[config.mk]
export PLATFORM = sky130hd
export DESIGN_NAME = merge_dispatch_noc
export DESIGN_NICKNAME = d
export VERILOG_FILES = /design/src/rtl/merge_dispatch_noc_pkg.sv /design/src/rtl/rr_fifo_node.sv /design/src/rtl/merge_dispatch_noc.sv
export SDC_FILE = /design/constraint.sdc
export NUM_CORES = 1
export LEC_CHECK = 0
export CELL_PAD_IN_SITES_DETAIL_PLACEMENT = 1
export CELL_PAD_IN_SITES_GLOBAL_PLACEMENT = 1
export CORE_ASPECT_RATIO = 0.7
export CORE_UTILIZATION = 30
export CTS_CLUSTER_SIZE = 10
export DETAILED_ROUTE_END_ITERATION = 10
export PLACE_DENSITY = 0.6
export SKIP_LAST_GASP = 1
export SYNTH_ARGS = -nofsm -noshare
export SYNTH_HDL_FRONTEND = slang
export SYNTH_SLANG_ARGS = --single-unit
[constraint.sdc]
create_clock -name clk -period 6.75 [get_ports clk]
set_input_delay 1.35 -clock clk [delete_from_list [all_inputs] [get_ports clk]]
set_output_delay 1.35 -clock clk [all_outputs]
set_load 0.02 [all_outputs]
[src/rtl/merge_dispatch_noc_pkg.sv]
// Shared sizing and slicing helpers for the merge/dispatch tree.
// Each tree entry is packed as {addr, data}.
package merge_dispatch_noc_pkg;

  function automatic int entry_w(input int bit_width, input int addr_w);
    return bit_width + addr_w;
  endfunction

  function automatic int slice_lo(input int idx, input int width);
    return idx * width;
  endfunction

  function automatic int n_nodes(input int log_n_in);
    return (1 << log_n_in) - 1;
  endfunction

  // Heap-ordered tree: node 0 is the root, children of k are 2k+1 / 2k+2.
  function automatic int first_leaf(input int log_n_in);
    return (1 << (log_n_in - 1)) - 1;
  endfunction

endpackage

[src/rtl/rr_fifo_node.sv]
// Two-input round-robin arbiter feeding a DEPTH-entry FIFO.
// The grant doubles as the pop of the selected child.
module rr_fifo_node #(
  parameter int ENTRY_W   = 19,
  parameter int LOG_DEPTH = 2
) (
  input  logic               clk,
  input  logic               rst,
  input  logic [ENTRY_W-1:0] ch0_entry,
  input  logic               ch0_valid,
  input  logic [ENTRY_W-1:0] ch1_entry,
  input  logic               ch1_valid,
  output logic [1:0]         grant,
  output logic [ENTRY_W-1:0] head_entry,
  output logic               head_valid,
  input  logic               pop
);

  localparam int DEPTH = 1 << LOG_DEPTH;
  localparam logic [LOG_DEPTH:0] DEPTH_C = (LOG_DEPTH + 1)'(DEPTH);

  logic [ENTRY_W-1:0]   mem [DEPTH];
  logic [LOG_DEPTH-1:0] wptr, rptr;
  logic [LOG_DEPTH:0]   count;
  logic                 prio;
  logic                 do_pop, has_space, push;
  logic [ENTRY_W-1:0]   push_entry;

  assign do_pop    = pop && (count != '0);
  assign has_space = (count < DEPTH_C) || do_pop;

  always_comb begin
    grant = 2'b00;
    if (rst && has_space) begin
      if (ch0_valid && ch1_valid) grant = prio ? 2'b10 : 2'b01;
      else if (ch0_valid)         grant = 2'b01;
      else if (ch1_valid)         grant = 2'b10;
    end
  end

  assign push       = |grant;
  assign push_entry = grant[1] ? ch1_entry : ch0_entry;

  always_ff @(posedge clk or negedge rst) begin
    if (!rst) begin
      wptr  <= '0;
      rptr  <= '0;
      count <= '0;
      prio  <= 1'b0;
    end else begin
      if (push)   wptr <= wptr + 1'b1;
      if (do_pop) rptr <= rptr + 1'b1;
      case ({push, do_pop})
        2'b10:   count <= count + 1'b1;
        2'b01:   count <= count - 1'b1;
        default: count <= count;
      endcase
      // Priority always moves to the child that was not just served.
      if (push) prio <= grant[0];
    end
  end

  always_ff @(posedge clk) begin
    if (push) mem[wptr] <= push_entry;
  end

  assign head_entry = mem[rptr];
  assign head_valid = (count != '0);

endmodule

[src/rtl/merge_dispatch_noc.sv]
// N_IN-to-N_OUT merge tree of rr_fifo_node instances with inline root dispatch.
// The root head's addr selects the single output presented each cycle.
module merge_dispatch_noc
  import merge_dispatch_noc_pkg::*;
#(
  parameter int BIT_WIDTH = 16,
  parameter int LOG_N_IN  = 3,
  parameter int LOG_N_OUT = 3,
  parameter int LOG_DEPTH = 2
) (
  input  logic                                clk,
  input  logic                                rst,
  input  logic [(2**LOG_N_IN)*BIT_WIDTH-1:0]  in_data,
  input  logic [(2**LOG_N_IN)*LOG_N_OUT-1:0]  in_addr,
  input  logic [(2**LOG_N_IN)-1:0]            in_valid,
  output logic [(2**LOG_N_IN)-1:0]            in_stall,
  output logic [(2**LOG_N_OUT)*BIT_WIDTH-1:0] out_data,
  output logic [(2**LOG_N_OUT)-1:0]           out_valid,
  input  logic [(2**LOG_N_OUT)-1:0]           out_ready
);

  localparam int N_IN       = 2 ** LOG_N_IN;
  localparam int ENTRY_W    = entry_w(BIT_WIDTH, LOG_N_OUT);
  localparam int N_NODES    = n_nodes(LOG_N_IN);
  localparam int FIRST_LEAF = first_leaf(LOG_N_IN);

  logic [ENTRY_W-1:0] node_head  [N_NODES];
  logic               node_valid [N_NODES];
  logic               node_pop   [N_NODES];
  logic [1:0]         node_grant [N_NODES];

  for (genvar k = 0; k < N_NODES; k++) begin : g_node
    logic [ENTRY_W-1:0] ch0_entry, ch1_entry;
    logic               ch0_valid, ch1_valid;

    if (k >= FIRST_LEAF) begin : g_leaf
      localparam int J = k - FIRST_LEAF;
      assign ch0_entry = {in_addr[slice_lo(2*J, LOG_N_OUT) +: LOG_N_OUT],
                          in_data[slice_lo(2*J, BIT_WIDTH) +: BIT_WIDTH]};
      assign ch1_entry = {in_addr[slice_lo(2*J+1, LOG_N_OUT) +: LOG_N_OUT],
                          in_data[slice_lo(2*J+1, BIT_WIDTH) +: BIT_WIDTH]};
      assign ch0_valid = in_valid[2*J];
      assign ch1_valid = in_valid[2*J+1];
    end else begin : g_inner
      assign ch0_entry = node_head[2*k+1];
      assign ch1_entry = node_head[2*k+2];
      assign ch0_valid = node_valid[2*k+1];
      assign ch1_valid = node_valid[2*k+2];
    end

    // A child's pop is its parent's grant on the matching side.
    if (k > 0) begin : g_pop
      assign node_pop[k] = node_grant[(k-1)/2][(k-1)%2];
    end

    rr_fifo_node #(
      .ENTRY_W   (ENTRY_W),
      .LOG_DEPTH (LOG_DEPTH)
    ) u_node (
      .clk        (clk),
      .rst        (rst),
      .ch0_entry  (ch0_entry),
      .ch0_valid  (ch0_valid),
      .ch1_entry  (ch1_entry),
      .ch1_valid  (ch1_valid),
      .grant      (node_grant[k]),
      .head_entry (node_head[k]),
      .head_valid (node_valid[k]),
      .pop        (node_pop[k])
    );
  end

  always_comb begin
    in_stall = '1;
    for (int j = 0; j < N_IN/2; j++) begin
      in_stall[2*j]   = ~node_grant[FIRST_LEAF+j][0];
      in_stall[2*j+1] = ~node_grant[FIRST_LEAF+j][1];
    end
  end

  logic [LOG_N_OUT-1:0] root_addr;
  logic [BIT_WIDTH-1:0] root_data;

  assign root_addr = node_head[0][ENTRY_W-1 -: LOG_N_OUT];
  assign root_data = node_head[0][BIT_WIDTH-1:0];

  always_comb begin
    out_valid = '0;
    out_data  = '0;
    if (node_valid[0]) begin
      out_valid[root_addr] = 1'b1;
      out_data[slice_lo(int'(root_addr), BIT_WIDTH) +: BIT_WIDTH] = root_data;
    end
  end

  assign node_pop[0] = node_valid[0] && out_ready[root_addr];

endmodule

==> metrics.md <==
| Metric | Value |
|---|---|
| Outcome | `finished clean` |
| DRT Pass-1 Iters | `4` |
| Startpoint types | `register` |
| NumNets Final | `1994` |
| FF-to-FF End | `g_node[6].u_node.mem[0][8]` |
| Die height | `244 um` |
| Worst-Skew Late Latency | `600 ps` |
| Number of global-route vias before repair | `14800` |
| Distinct cells, synth | `55` |
| Routability cong. | `0.703` |
| Min-Delay Endpoint | `g_node[5].u_node.count[2]` |
| Final Total Pwr | `0.0151 W` |
| Core area | `0.0827 mm^2` |
| Initial Utilization | `0.304` |
| CP max stage delay | `700 ps` |
| Worst-margin pin slew | `1300 ps` |
| Setup TNS | `0 ps` |
| CTS tree | `yes` |
| Post-CTS Setup Bufs | `0` |
| Worst path slowest cell | `nand3_1` |
| Placed cell area | `0.0297 mm^2` |
| Horiz. Die Dim | `348 um` |
| Tcrit/Tclk final | `0.898` |
| Worst VDD drop | `203 uV` |
| Post-route cell area | `0.0316 mm^2` |
| Bufs and invs on worst path | `3` |
| Synthesis Warnings | `0` |
| Critical path peak fanout | `36` |
| # DRC | `0` |
| Top_reg_cell synth | `edfxtp_1` |
| Max clock buf depth | `3` |
| Worst Hold Depth | `1` |
| Fin. max-slew vios | `0` |
| H-Tree Depth | `3` |
| Layout area overhead | `25.7%` |
| Setup crit end kind | `primary output` |
| First-pass GRT wire length | `91.4 mm` |
| Most used cell, CP | `ha_1` |
| N_diodes | `0` |
| Worst Hold Slack | `505 ps` |
| Sequential fraction of the synthesis area | `0.691` |
| Top delay family on crit path | `simple AND/OR/NAND/NOR gates` |
| Slew HR | `0.132` |
| Pwr per Cell Area | `477 mW/mm^2` |
| Largest net degree at the start of global routing | `39` |
| Average size of a mapped cell | `17.6 um^2` |
| Lkg Pwr | `10.7 nW` |
| Initial antenna violation count | `1` |
| R2R Setup Slk | `2240 ps` |
| Launch point of the worst reg-to-reg path | `g_node[0].u_node.rptr[0]` |
| Via-to-Cell Ratio | `4.60` |
| Final HPWL DP | `42.5 mm` |
| Post-DR wirelength/cell | `20.7 um` |
| Via count | `13500` |
| # rows | `88` |
| Crit-path cells | `buf_4 -> mux4_2 -> inv_1 -> ha_1 -> ha_1 -> nor2b_1 -> nor3b_1 -> nand3_1 -> nor2_1 -> clkdlybuf4s50_1` |
| CTS Sinks | `588` |
| Reg2Reg Depth | `7` |
| Total gr overflow | `0` |
| Fraction of layout cells with a size suffix above 1 | `0.216` |
| Port Buffers | `313` |
| Root Driver | `clkbuf_16` |
| EDFF count, synth | `532` |
| # IOs | `314` |
| Tmin final | `6060 ps` |
| CTS Buf Count | `69` |
| Final wirelength | `60.8 mm` |
| Hold_sp | `g_node[5].u_node.count[2]` |
| Post_cts resized | `0` |
| Post-Synthesis Cell Area | `0.0251 mm^2` |
| Critical path required time | `5400 ps` |
| Post-route ant nets | `0` |
| Initial DRC count | `765` |
| Final setup fails | `0` |
| Hold-fix buffers, CTS | `0` |
| F_max | `0.165 GHz` |
| Synth Register Bits | `588` |
| RSZ-0062 raised after global routing | `no` |
| Endpoints failing hold | `0` |
| Crit path DAT | `4710 ps` |
| Total GRT Usage | `0.143` |
| CTS clk-pin slew, worst paths | `50 ps` |
| Worst Hold Class | `register to register` |
| Setup Crit Path Kind | `register to primary output` |
| Post-synth ARST share | `0.0952` |
| Number of max-cap violations | `0` |
| Clock Skews | `20.0 ps` |
| Gate Count Post-Synth | `1425` |
| Die area | `0.0850 mm^2` |
| Syn nets | `1642` |
-- where the power goes --
group	switching (W)	total (W)	leakage, nW	internal (W)
logic	0.00333	0.00574	4.27	0.00241
clock network	0.00138	0.00329	0.930	0.00190
registers	0.000522	0.00605	5.50	0.00553
-- cells in the mapped netlist (3+ instances only) --
| cell type | n | area [um^2] |
|---|---|---|
| dfrtp_1 | 56 | 1400 |
| and2_1 | 30 | 188 |
| mux4_2 | 117 | 2640 |
| a31oi_1 | 5 | 31.3 |
| edfxtp_1 | 532 | 16000 |
| inv_1 | 61 | 229 |
| o21ai_0 | 11 | 55.1 |
| buf_2 | 14 | 70.1 |
| mux2_2 | 154 | 1730 |
| nor3_1 | 10 | 50.1 |
| o211ai_1 | 5 | 37.5 |
| fa_1 | 7 | 140 |
| a21oi_1 | 8 | 40.0 |
| xor2_1 | 23 | 201 |
| nand3_1 | 3 | 15.0 |
| nand4_1 | 3 | 18.8 |
| nand2_1 | 33 | 124 |
| xnor2_1 | 19 | 166 |
| clkbuf_1 | 39 | 146 |
| nor2_1 | 154 | 578 |
| o21bai_1 | 4 | 30.0 |
| mux2i_1 | 25 | 250 |
| ha_1 | 40 | 500 |
| o21ai_1 | 17 | 85.1 |
| buf_1 | 5 | 18.8 |
| buf_4 | 3 | 22.5 |
| nand2b_1 | 6 | 37.5 |
-- flip-flops by register name, summed over array words and instances (netlist names) --
name                 count
g_node.u_node.mem      532
g_node.u_node.count     21
g_node.u_node.rptr      14
g_node.u_node.wptr      14
g_node.u_node.prio       7
-- area by class of cell --
cell class	instances	area [um^2]
clock buffers	100	1860
fillers	8229	51100
repair buffers	342	3350
clock inverters	8	63.8
inverters	61	229
well taps	1125	1410
flip-flops and latches	588	17400
multi-input cells	715	7310
-- cells by family (layout without fill, tap and decap cells) --
kind of cell | Yosys count | after routing | share of synthesized area
AO/OA/AOI/OAI | 77 | 77 | 0.0205
XOR/XNOR | 42 | 42 | 0.0146
adder cells (fa/ha/maj) | 47 | 47 | 0.0255
buffers and inverters | 122 | 511 | 0.0194
flip-flops | 588 | 588 | 0.691
multiplexers | 298 | 298 | 0.185
AND/OR/NAND/NOR | 251 | 251 | 0.0440
-- layer usage --
layer,global-route usage,up-vias,part of all wire
met5,0,-,0.00021
met4,0.0400,2,0.020
met3,0.0227,81,0.037
met2,0.238,258,0.49
met1,0.192,6995,0.46
li1,-,6176,-
-- worst max path at each step --
stage                             startpoint      endpoint  slack, ps  cells past startpoint
finish              g_node[0].u_node.rptr[0]  out_data[27]        690                     10
global route        g_node[0].u_node.rptr[0]  out_data[25]        330                     10
CTS                 g_node[0].u_node.rptr[0]  out_data[27]        600                     10
detailed placement  g_node[0].u_node.rptr[0]  out_data[27]       1260                     10
global placement                out_ready[7]   in_stall[3]       1450                      6
floorplan           g_node[0].u_node.rptr[0]  out_data[38]       2540                     11
-- cell usage in the layout (no fill, tap or decap), drive strengths merged, types with 3 or more instances in the layout --
cell	synthesis	final
a211oi	3	3
a21boi	3	3
a21oi	8	8
a31oi	5	5
and2	30	30
buf	22	30
clkbuf	39	100
clkdlybuf4s50	0	312
clkinv	0	4
dfrtp	56	56
edfxtp	532	532
fa	7	7
ha	40	40
inv	61	65
mux2	156	156
mux2i	25	25
mux4	117	117
nand2	33	33
nand2b	6	6
nand3	3	3
nand4	3	3
nor2	154	154
nor3	12	12
o211ai	5	5
o21ai	28	28
o21bai	4	4
xnor2	19	19
xor2	23	23
-- through the flow --
step / setup slack, ps / cells / utilization
finish: 688 / 2939 / 0.382
CTS: 603 / 2939 / 0.382
global route: 327 / 2939 / 0.382
floorplan: 2540 / 1425 / -
detailed placement: 1260 / 2831 / 0.359
global placement: 1450 / 2831 / 0.359
No activity file was read; power rests on OpenSTA's default activity.
